`src/rtl/matmul_pkg.sv`:
```
// Shared types and helpers for the streaming DIMxDIM matrix multiplier.
package matmul_pkg;

  typedef enum logic [1:0] {LOAD, COMPUTE, DRAIN} state_t;

  function automatic int unsigned acc_width(input int unsigned dw, input int unsigned dim);
    return 2 * dw + $clog2(dim);
  endfunction

  // Zero- or sign-extend the low w bits of v to 64 bits.
  function automatic logic [63:0] extend(input logic [63:0] v, input int unsigned w,
                                         input logic sgn);
    logic [63:0] msk;
    msk = (64'd1 << w) - 64'd1;
    if (sgn && ((v >> (w - 1)) & 64'd1) != 64'd0) return v | ~msk;
    return v & msk;
  endfunction

endpackage

```
`src/rtl/matmul_stream_mac_lane.sv`:
```
// One multiply-accumulate lane: acc <= (clr ? 0 : acc) + a*b while en is high.
module mac_lane
  import matmul_pkg::*;
#(
  parameter int unsigned DW     = 8,
  parameter int unsigned ACC_W  = 18,
  parameter int unsigned SIGNED = 0
) (
  input  logic             clk,
  input  logic             rst,
  input  logic [DW-1:0]    a,
  input  logic [DW-1:0]    b,
  input  logic             clr,
  input  logic             en,
  output logic [ACC_W-1:0] acc
);

  logic [ACC_W-1:0] a_x, b_x, prod;

  // Low ACC_W bits of the product of extended operands equal the extended exact product.
  always_comb begin
    a_x  = ACC_W'(extend(64'(a), DW, SIGNED != 0));
    b_x  = ACC_W'(extend(64'(b), DW, SIGNED != 0));
    prod = a_x * b_x;
  end

  always_ff @(posedge clk or posedge rst) begin
    if (rst) begin
      acc <= '0;
    end else if (en) begin
      acc <= clr ? prod : acc + prod;
    end
  end

endmodule

```
`src/rtl/matmul_stream.sv`:
```
// Streaming C = A*B: load A then B row-major, compute one row per DIM cycles, drain C row-major.
module matmul_stream
  import matmul_pkg::*;
#(
  parameter int unsigned DW     = 8,
  parameter int unsigned DIM    = 4,
  parameter int unsigned SIGNED = 0,
  parameter int unsigned ACC_W  = acc_width(DW, DIM)
) (
  input  logic             clk,
  input  logic             rst,
  input  logic             in_valid,
  output logic             in_ready,
  input  logic [DW-1:0]    in_data,
  output logic             out_valid,
  input  logic             out_ready,
  output logic [ACC_W-1:0] out_data,
  output logic             out_last,
  output logic             busy
);

  localparam int unsigned IW = $clog2(DIM);
  localparam logic [IW-1:0] LAST = IW'(DIM - 1);

  state_t state_q, state_d;

  logic [DW-1:0]    a_buf [DIM][DIM];
  logic [DW-1:0]    b_buf [DIM][DIM];
  logic [ACC_W-1:0] c_buf [DIM][DIM];
  logic [ACC_W-1:0] acc   [DIM];

  logic [IW-1:0] ld_r, ld_c, ci, ck, wr_row, dr_r, dr_c;
  logic          ld_b, wr_q, in_acc, out_acc;

  always_comb begin
    state_d   = state_q;
    in_ready  = (state_q == LOAD);
    busy      = (state_q != LOAD);
    // The first DRAIN cycle writes back the final row, so output starts one cycle later.
    out_valid = (state_q == DRAIN) && !wr_q;
    out_last  = out_valid && (dr_r == LAST) && (dr_c == LAST);
    out_data  = out_valid ? c_buf[dr_r][dr_c] : '0;
    in_acc    = in_valid && in_ready;
    out_acc   = out_valid && out_ready;
    unique case (state_q)
      LOAD:    if (in_acc && ld_b && ld_r == LAST && ld_c == LAST) state_d = COMPUTE;
      COMPUTE: if (ci == LAST && ck == LAST) state_d = DRAIN;
      DRAIN:   if (out_acc && out_last) state_d = LOAD;
      default: state_d = LOAD;
    endcase
  end

  always_ff @(posedge clk or posedge rst) begin
    if (rst) begin
      state_q <= LOAD;
    end else begin
      state_q <= state_d;
    end
  end

  always_ff @(posedge clk or posedge rst) begin
    if (rst) begin
      for (int r = 0; r < DIM; r++) begin
        for (int c = 0; c < DIM; c++) begin
          a_buf[r][c] <= '0;
          b_buf[r][c] <= '0;
          c_buf[r][c] <= '0;
        end
      end
      ld_r   <= '0;
      ld_c   <= '0;
      ld_b   <= 1'b0;
      ci     <= '0;
      ck     <= '0;
      wr_q   <= 1'b0;
      wr_row <= '0;
      dr_r   <= '0;
      dr_c   <= '0;
    end else begin
      if (in_acc) begin
        if (ld_b) b_buf[ld_r][ld_c] <= in_data;
        else      a_buf[ld_r][ld_c] <= in_data;
        if (ld_c == LAST) begin
          ld_c <= '0;
          if (ld_r == LAST) begin
            ld_r <= '0;
            ld_b <= !ld_b;
          end else begin
            ld_r <= ld_r + 1'b1;
          end
        end else begin
          ld_c <= ld_c + 1'b1;
        end
      end

      wr_q   <= (state_q == COMPUTE) && (ck == LAST);
      wr_row <= ci;
      if (wr_q) begin
        for (int j = 0; j < DIM; j++) c_buf[wr_row][j] <= acc[j];
      end

      if (state_q == COMPUTE) begin
        if (ck == LAST) begin
          ck <= '0;
          ci <= (ci == LAST) ? '0 : ci + 1'b1;
        end else begin
          ck <= ck + 1'b1;
        end
      end

      if (out_acc) begin
        if (dr_c == LAST) begin
          dr_c <= '0;
          dr_r <= (dr_r == LAST) ? '0 : dr_r + 1'b1;
        end else begin
          dr_c <= dr_c + 1'b1;
        end
      end
    end
  end

  for (genvar j = 0; j < DIM; j++) begin : g_lane
    mac_lane #(
      .DW    (DW),
      .ACC_W (ACC_W),
      .SIGNED(SIGNED)
    ) u_lane (
      .clk(clk),
      .rst(rst),
      .a  (a_buf[ci][ck]),
      .b  (b_buf[ck][j]),
      .clr(ck == '0),
      .en (state_q == COMPUTE),
      .acc(acc[j])
    );
  end

endmodule
```
`config.mk`:
```
export PLATFORM = sky130hd
export DESIGN_NAME = matmul_stream
export DESIGN_NICKNAME = d
export VERILOG_FILES = /design/src/rtl/matmul_pkg.sv /design/src/rtl/matmul_stream_mac_lane.sv /design/src/rtl/matmul_stream.sv
export SDC_FILE = /design/constraint.sdc
export NUM_CORES = 2
export LEC_CHECK = 0
export ABC_AREA = 0
export ABC_CLOCK_PERIOD_IN_PS = 24800
export BUFFER_PORTS_ARGS = -buffer_cell sky130_fd_sc_hd__buf_4
export CORE_MARGIN = 2
export CORE_UTILIZATION = 49
export CTS_CLUSTER_SIZE = 12
export DETAILED_ROUTE_END_ITERATION = 10
export PLACE_DENSITY = 0.71
export RECOVER_POWER = 25
export SLEW_MARGIN = 40
export SYNTH_ARGS = -nofsm -noshare
export SYNTH_HDL_FRONTEND = slang
export SYNTH_HIERARCHICAL = 1
export SYNTH_SLANG_ARGS = --single-unit
```
`constraint.sdc`:
```
create_clock -name clk -period 24.8 [get_ports clk]
set_input_delay 4.96 -clock clk [delete_from_list [all_inputs] [get_ports clk]]
set_output_delay 4.96 -clock clk [all_outputs]
set_load 0.05 [all_outputs]
```
After elaboration in Yosys (flattened, before gate mapping)

Index checks and enable logic that the tools add are counted.

Bits in latches: 0
Register bits after elaboration: 634
Bits in read-only memories: 0
Memories kept: 0
RAM bits: 0
Bits of input ports: 12
Output and inout bits: 22
Word-level logic and storage cells: 179

Bitwise logic cells: 8
Magnitude comparators: 10
Shifts and indexed selects: 0
Multiplexer cells: 48
$add $sub $neg: 10
Div/mod/pow operators: 0
Reductions and logical operators: 26
$mul: 4
Eq/ne operators: 11

Operators with widths:

| operator              | count |
|---|---|
| $bwmux W288           | 4 |
| $demux W72 S2         | 4 |
| $bwmux W128           | 2 |
| $mux W72              | 3 |
| $mux W32              | 5 |
| $bmux W72 S2          | 1 |
| $mux W18              | 8 |
| $bmux W32 S2          | 2 |
| $add A18 B18 Y18      | 4 |
| $demux W32 S2         | 1 |
| $mul A8 B8 Y16        | 4 |
| $mux W54              | 1 |
| $bmux W18 S2          | 1 |
| $mux W36              | 1 |
| $mux W8               | 3 |
| $ge A3 B3 Y1 const B  | 7 |
| $not A2 Y3            | 7 |
| $mux W2               | 9 |
| $bmux W8 S2           | 1 |
| $demux W8 S2          | 1 |
| $eq A2 B2 Y1 const B  | 7 |
| $logic_and A1 B1 Y1   | 14 |
| $add A2 B1 Y2 const B | 6 |
| $reduce_and A2 Y1     | 5 |
| 10 further kinds      | 16 |

Logic depth before layout (Yosys ltp)

Word-level depth: 10
Mapped depth: 29
Depth with buffers taken out: 28

Hierarchy

The synthesis kept the hierarchy.

Modules (own cells, without submodules):

| module                       | cells each | instances | area each (um^2) |
|---|---|---|---|
| matmul_stream                | 1569       | 1         | 25091.6 |
| mac_lane at g_lane[3].u_lane | 437        | 1         | 3865.0 |
| mac_lane at g_lane[2].u_lane | 430        | 1         | 3717.3 |
| mac_lane at g_lane[1].u_lane | 423        | 1         | 3668.5 |
| mac_lane at g_lane[0].u_lane | 423        | 1         | 3651.0 |

Worst setup path before layout

No wires, ideal clock.

Path type: register to output
From: register dr_r[1]
To: output out_data[16]
Cell stages (with the launch flop): 8
Required time: 19840 ps
Data arrival time: 2536 ps
Setup slack: 17304 ps
Buffers on the path: 3
Cells stage by stage: dfrtp_1 -> buf_2 -> buf_2 -> buf_2 -> nor2b_1 -> nand2_1 -> o2111ai_1 -> a21boi_0

Cells in the longest elaborated chain, start to end: 8

Ends and longest elaborated chain:

| item                                        | line                 | text |
|---|---|---|
| start, declared                             | matmul_stream.sv:32  | `logic [IW-1:0] ld_r, ld_c, ci, ck, wr_row, dr_r, dr_c;` |
| start signal, assigned                      | matmul_stream.sv:114 | `dr_r <= (dr_r == LAST) ? '0 : dr_r + 1'b1;` |
| $not A2 Y3 (implied by the code)            | matmul_stream.sv:42  | `out_data = out_valid ? c_buf[dr_r][dr_c] : '0;` |
| $bmux W72 S2                                | matmul_stream.sv:42  |  |
| $mux W72 (implied by the code) (2 in a row) | matmul_stream.sv:42  |  |
| $bmux W18 S2                                | matmul_stream.sv:42  |  |
| $mux W18 (implied by the code) (2 in a row) | matmul_stream.sv:42  |  |
| $mux W18                                    | matmul_stream.sv:42  |  |
| end, declared                               | matmul_stream.sv:17  | `output logic [ACC_W-1:0] out_data,` |

No other way between the ends. The select of a mux whose other input is x is not followed.

Worst setup path after layout

From: register ci[0]
To: register g_lane[0].u_lane.acc[16]

Cells in the longest elaborated chain, start to end: 10

Ends and longest elaborated chain:

| item                                        | line                         | text |
|---|---|---|
| start, declared                             | matmul_stream.sv:32          |  |
| start signal, assigned                      | matmul_stream.sv:105         | `ci <= (ci == LAST) ? '0 : ci + 1'b1;` |
| $not A2 Y3 (implied by the code)            | matmul_stream.sv:130         | `.a (a_buf[ci][ck]),` |
| $bmux W32 S2                                | matmul_stream.sv:130         |  |
| $mux W32 (implied by the code) (2 in a row) | matmul_stream.sv:130         |  |
| $bmux W8 S2                                 | matmul_stream.sv:130         |  |
| $mux W8 (implied by the code) (2 in a row)  | matmul_stream.sv:130         |  |
| $mul A8 B8 Y16                              | matmul_stream_mac_lane.sv:24 | `prod = a_x * b_x;` |
| $add A18 B18 Y18                            | matmul_stream_mac_lane.sv:31 | `acc <= clr ? prod : acc + prod;` |
| $mux W18                                    | matmul_stream_mac_lane.sv:31 |  |
| end signal, assigned                        | matmul_stream_mac_lane.sv:31 |  |
| end, declared                               | matmul_stream_mac_lane.sv:15 | `output logic [ACC_W-1:0] acc` |

No other way between the ends. The select of a mux whose other input is x is not followed.
A chain may end at the register's enable or synchronous reset.

==> results_tabular.tex <==
\begin{tabular}{lr}
\hline
Metric & Value \\
\hline
\multicolumn{2}{l}{\textbf{Status}} \\
Run status & finished with violations \\
Violated checks & max-capacitance violations, max-slew violations \\
\multicolumn{2}{l}{\textbf{Min path}} \\
Path class of the lowest-slack min-delay path & reg -> reg \\
\multicolumn{2}{l}{\textbf{Floorplanning}} \\
Effective utilization at floorplan & 49.6\% \\
Site row count & 104 \\
Ports placed on the boundary & 34 \\
Die X-Extent & 290 um \\
Y dimension of the die & 290 um \\
Full die area & 83900 um\^{}2 \\
Placeable core region & 80700 um\^{}2 \\
\multicolumn{2}{l}{\textbf{Critical path}} \\
Max Fanout on Critical Path & 36 \\
Critical Path Start Type & register \\
Worst Path Class, Setup & reg -> reg \\
Required @ worst endpoint & 25.25 ns \\
Worst setup EP type & register \\
Crit path DAT & 10.60 ns \\
\multicolumn{2}{l}{\textbf{Synthesis}} \\
Yosys top cell area share & 39.7\% \\
Post-synthesis net count & 3667 \\
Number of storage elements in the synthesis netlist & 634 \\
YS warnings & 6 \\
Post-synthesis cell count & 3282 \\
Top area cells in the synthesized netlist & sky130\_fd\_sc\_hd\_\_dfrtp\_1 (40\%), sky130\_fd\_sc\_hd\_\_mux2\_2 (16\%), sky130\_fd\_sc\_hd\_\_mux4\_2 (7.5\%) \\
Number of flops mapped to enable cells by yosys & 0 \\
Async SR Flop Fraction & 100\% \\
Most used flip-flop cell after synthesis & sky130\_fd\_sc\_hd\_\_dfrtp\_1 \\
Sequential element share of the synthesized area & 39.7\% \\
Cell type contributing the most total cell area after synthesis & sky130\_fd\_sc\_hd\_\_dfrtp\_1 \\
Yosys cell types & 100 \\
Cell area after technology mapping & 40000 um\^{}2 \\
Average cell area after synthesis & 12.2 um\^{}2 \\
\multicolumn{2}{l}{\textbf{Global route}} \\
Pin count of the biggest net entering global routing & 156 \\
Via count of the first global-routing pass & 26000 \\
Global-route usage over all layers & 21.7\% \\
Initial antenna violation count & 0 \\
Wire length of the first global-routing pass & 144 mm \\
Global route overflow & 0 \\
\multicolumn{2}{l}{\textbf{STA}} \\
Fmax achieved & 98.5 MHz \\
Fin. max-slew vios & 387 \\
Worst slew margin relative to its limit & -163\% \\
Worst Max-Slew Pin Slew & 3.94 ns \\
Final TNS setup & 0 ns \\
Post-route clock skew & 0.0467 ns \\
Endpoints failing hold & 0 \\
Final setup fails & 0 \\
Unrepaired setup endpoints after global routing & no \\
Post-route clock period utilization & 40.9\% \\
Post-layout minimum cycle time & 10.15 ns \\
\multicolumn{2}{l}{\textbf{Place}} \\
Number of input and output port buffers inserted & 33 \\
Final RePlAce weighted congestion & 0.865 \\
Post-detail-place hpwl & 61.1 mm \\
\multicolumn{2}{l}{\textbf{Cells and area}} \\
Leading cell type in the layout, fill and taps excluded & sky130\_fd\_sc\_hd\_\_dfrtp\_1 \\
Most frequent cells in the layout & sky130\_fd\_sc\_hd\_\_dfrtp\_1 (630), sky130\_fd\_sc\_hd\_\_mux2\_2 (556), sky130\_fd\_sc\_hd\_\_inv\_1 (262) \\
Count of filler cells inserted in the layout & 6789 \\
Syn-to-layout area delta & 9.35\% \\
Share of layout cells above drive strength 1 & 27.3\% \\
Net count, final & 3673 \\
\multicolumn{2}{l}{\textbf{Drt}} \\
Top layer reached by signal wires & met4 \\
DRC violation count after routing & 0 \\
Routed length on met3 & 3.31 mm \\
Average routed wire per standard cell & 20.1 um \\
Aggregate routed wire length & 88.5 mm \\
1st-iter DRT viols & 1652 \\
Metal2 WL & 42.1 mm \\
First drt pass iteration count & 8 \\
Detailed-route via count & 25300 \\
Remaining antenna violation count after routing & 0 \\
Total routed wire length on the met1 layer & 40.8 mm \\
Via-to-Cell Ratio & 5.76 \\
\multicolumn{2}{l}{\textbf{Power and ir drop}} \\
Largest voltage drop on the vdd net & 0.0871 mV \\
Overall power consumption & 5.10 mW \\
Power density over cell area & 117 nW/um\^{}2 \\
Leak pwr & 21.5 nW \\
\multicolumn{2}{l}{\textbf{Clocking}} \\
TritonCTS clock tree & done \\
CTS max path bufs & 3 \\
CTS root buf & sky130\_fd\_sc\_hd\_\_clkbuf\_16 \\
Clock-pin transition on the worst setup and hold timing paths & 0.06 ns \\
Clock latency of the later-clocked register in the worst-skew pair & 0.62 ns \\
Number of gates resized after cts & 0 \\
Number of buffers created by CTS & 71 \\
CTS H-tree depth & 3 \\
Count of hold-fix buffers inserted at cts & 0 \\
Post-CTS setup-driven buffer insertion count & 0 \\
Clock sink count & 634 \\
\multicolumn{2}{l}{\textbf{Job}} \\
Number of violations of the max-capacitance limit & 10 \\
\hline
\end{tabular}
-- per-stage QoR --
| stage | std cells | utilization [%] | setup slack, ns | area, um^2 | hold slack [ns] |
|---|---|---|---|---|---|
| after floorplan | 3282 | - | 4.12 | 40000 | 0.375 |
| after global placement | 4272 | 51.2 | 16.39 | 41300 | 0.481 |
| after detailed placement | 4274 | 51.2 | 16.90 | 41300 | 0.487 |
| after CTS | 4400 | 54.3 | 16.53 | 43800 | 0.500 |
| after global routing | 4401 | 54.2 | 13.62 | 43700 | 0.506 |
| final | 4402 | 54.2 | 14.65 | 43700 | 0.499 |
-- routing by layer --
metal,up-vias,track usage (%)
li1,11700,-
met2,444,35.6
met3,133,2.65
met5,-,0
met1,13100,30.4
met4,0,6.12
-- critical path: stages (launching register included) --
cell and delay, ns:
sky130_fd_sc_hd__dfrtp_2 0.33, sky130_fd_sc_hd__clkbuf_1 2.09, sky130_fd_sc_hd__mux4_2 0.59, sky130_fd_sc_hd__a22oi_1 0.12, sky130_fd_sc_hd__nand2_1 0.12, sky130_fd_sc_hd__clkbuf_1 1.13
sky130_fd_sc_hd__nand2_1 0.21, sky130_fd_sc_hd__fa_1 0.57, sky130_fd_sc_hd__fa_1 0.54, sky130_fd_sc_hd__inv_1 0.05, sky130_fd_sc_hd__fa_1 0.53, sky130_fd_sc_hd__inv_1 0.05
sky130_fd_sc_hd__fa_1 0.52, sky130_fd_sc_hd__inv_1 0.04, sky130_fd_sc_hd__ha_1 0.35, sky130_fd_sc_hd__a21o_1 0.22, sky130_fd_sc_hd__a221oi_2 0.35, sky130_fd_sc_hd__o21bai_1 0.16
sky130_fd_sc_hd__a21oi_1 0.19, sky130_fd_sc_hd__xnor2_1 0.18, sky130_fd_sc_hd__ha_1 0.34, sky130_fd_sc_hd__a21o_1 0.22, sky130_fd_sc_hd__a31oi_1 0.18, sky130_fd_sc_hd__o41ai_2 0.13
sky130_fd_sc_hd__a221oi_1 0.38, sky130_fd_sc_hd__mux2i_1 0.23, sky130_fd_sc_hd__o22ai_1 0.10
-- layout make-up --
cell class                      count  area [um^2]  area share [%]
Tap cell                         1060         1330            3.03
Clock buffer                      100         1990            4.54
Clock inverter                     26          453            1.04
Inverter                          270         1030            2.35
Sequential cell                   634        15900            36.3
Antenna cell                        1         2.50         0.00572
Timing Repair Buffer               65          513            1.17
Multi-Input combinational cell   2246        22600            51.6
-- synthesized netlist by cell type (35+ instances only) --
master                     count
sky130_fd_sc_hd__nand3_1      37
sky130_fd_sc_hd__nor2_1      109
sky130_fd_sc_hd__o21ai_0      40
sky130_fd_sc_hd__clkbuf_1     83
sky130_fd_sc_hd__xnor2_1      51
sky130_fd_sc_hd__fa_1        148
sky130_fd_sc_hd__a21oi_1     112
sky130_fd_sc_hd__nand2_1     165
sky130_fd_sc_hd__ha_1        225
sky130_fd_sc_hd__and2_1      225
sky130_fd_sc_hd__mux4_2      134
sky130_fd_sc_hd__dfrtp_1     634
sky130_fd_sc_hd__mux2_2      556
sky130_fd_sc_hd__buf_2        35
sky130_fd_sc_hd__a21o_1       39
sky130_fd_sc_hd__inv_1       266
-- kinds of logic after synthesis --
logic type      share of synthesized area (%)
mux                                      23.9
simple gates                             8.80
flops                                    39.7
compound gates                           7.41
buf+inv                                  3.98
fa+ha+maj                                14.4
xor+xnor                                 1.77
-- worst paths after layout --
path / startpoint / endpoint / slack, ns / cells after the start
setup / recovery: ci[0]$_DFFE_PP0P_ / g_lane[0].u_lane/acc[16]$_DFFE_PP0P_ / 14.65 / 26
min in group asynchronous: rst / g_lane[1].u_lane/acc[8]$_DFFE_PP0P_ / 4.59 / 2
hold reg to reg: a_buf[40]$_DFFE_PP0P_ / a_buf[40]$_DFFE_PP0P_ / 0.50 / 1
hold / removal: a_buf[40]$_DFFE_PP0P_ / a_buf[40]$_DFFE_PP0P_ / 0.50 / 1
max in group asynchronous: rst / ck[0]$_DFFE_PP0N_ / 17.62 / 6
setup reg to reg: ci[0]$_DFFE_PP0P_ / g_lane[0].u_lane/acc[16]$_DFFE_PP0P_ / 14.65 / 26
-- sequential cells by signal, summed over array words and instances, names as in the netlist, 72 cells and up --
name               cells
a_buf                128
g_lane.u_lane/acc     72
c_buf                288
b_buf                128
-- report_power, final --
group          leakage [nW]  switching, mW  internal [mW]  total (mW)
Clock                  1.19          0.438          0.660        1.10
Sequential             8.57          0.181           1.25        1.43
Combinational          11.7           1.50           1.07        2.57
(Power assumes the default switching activity.)
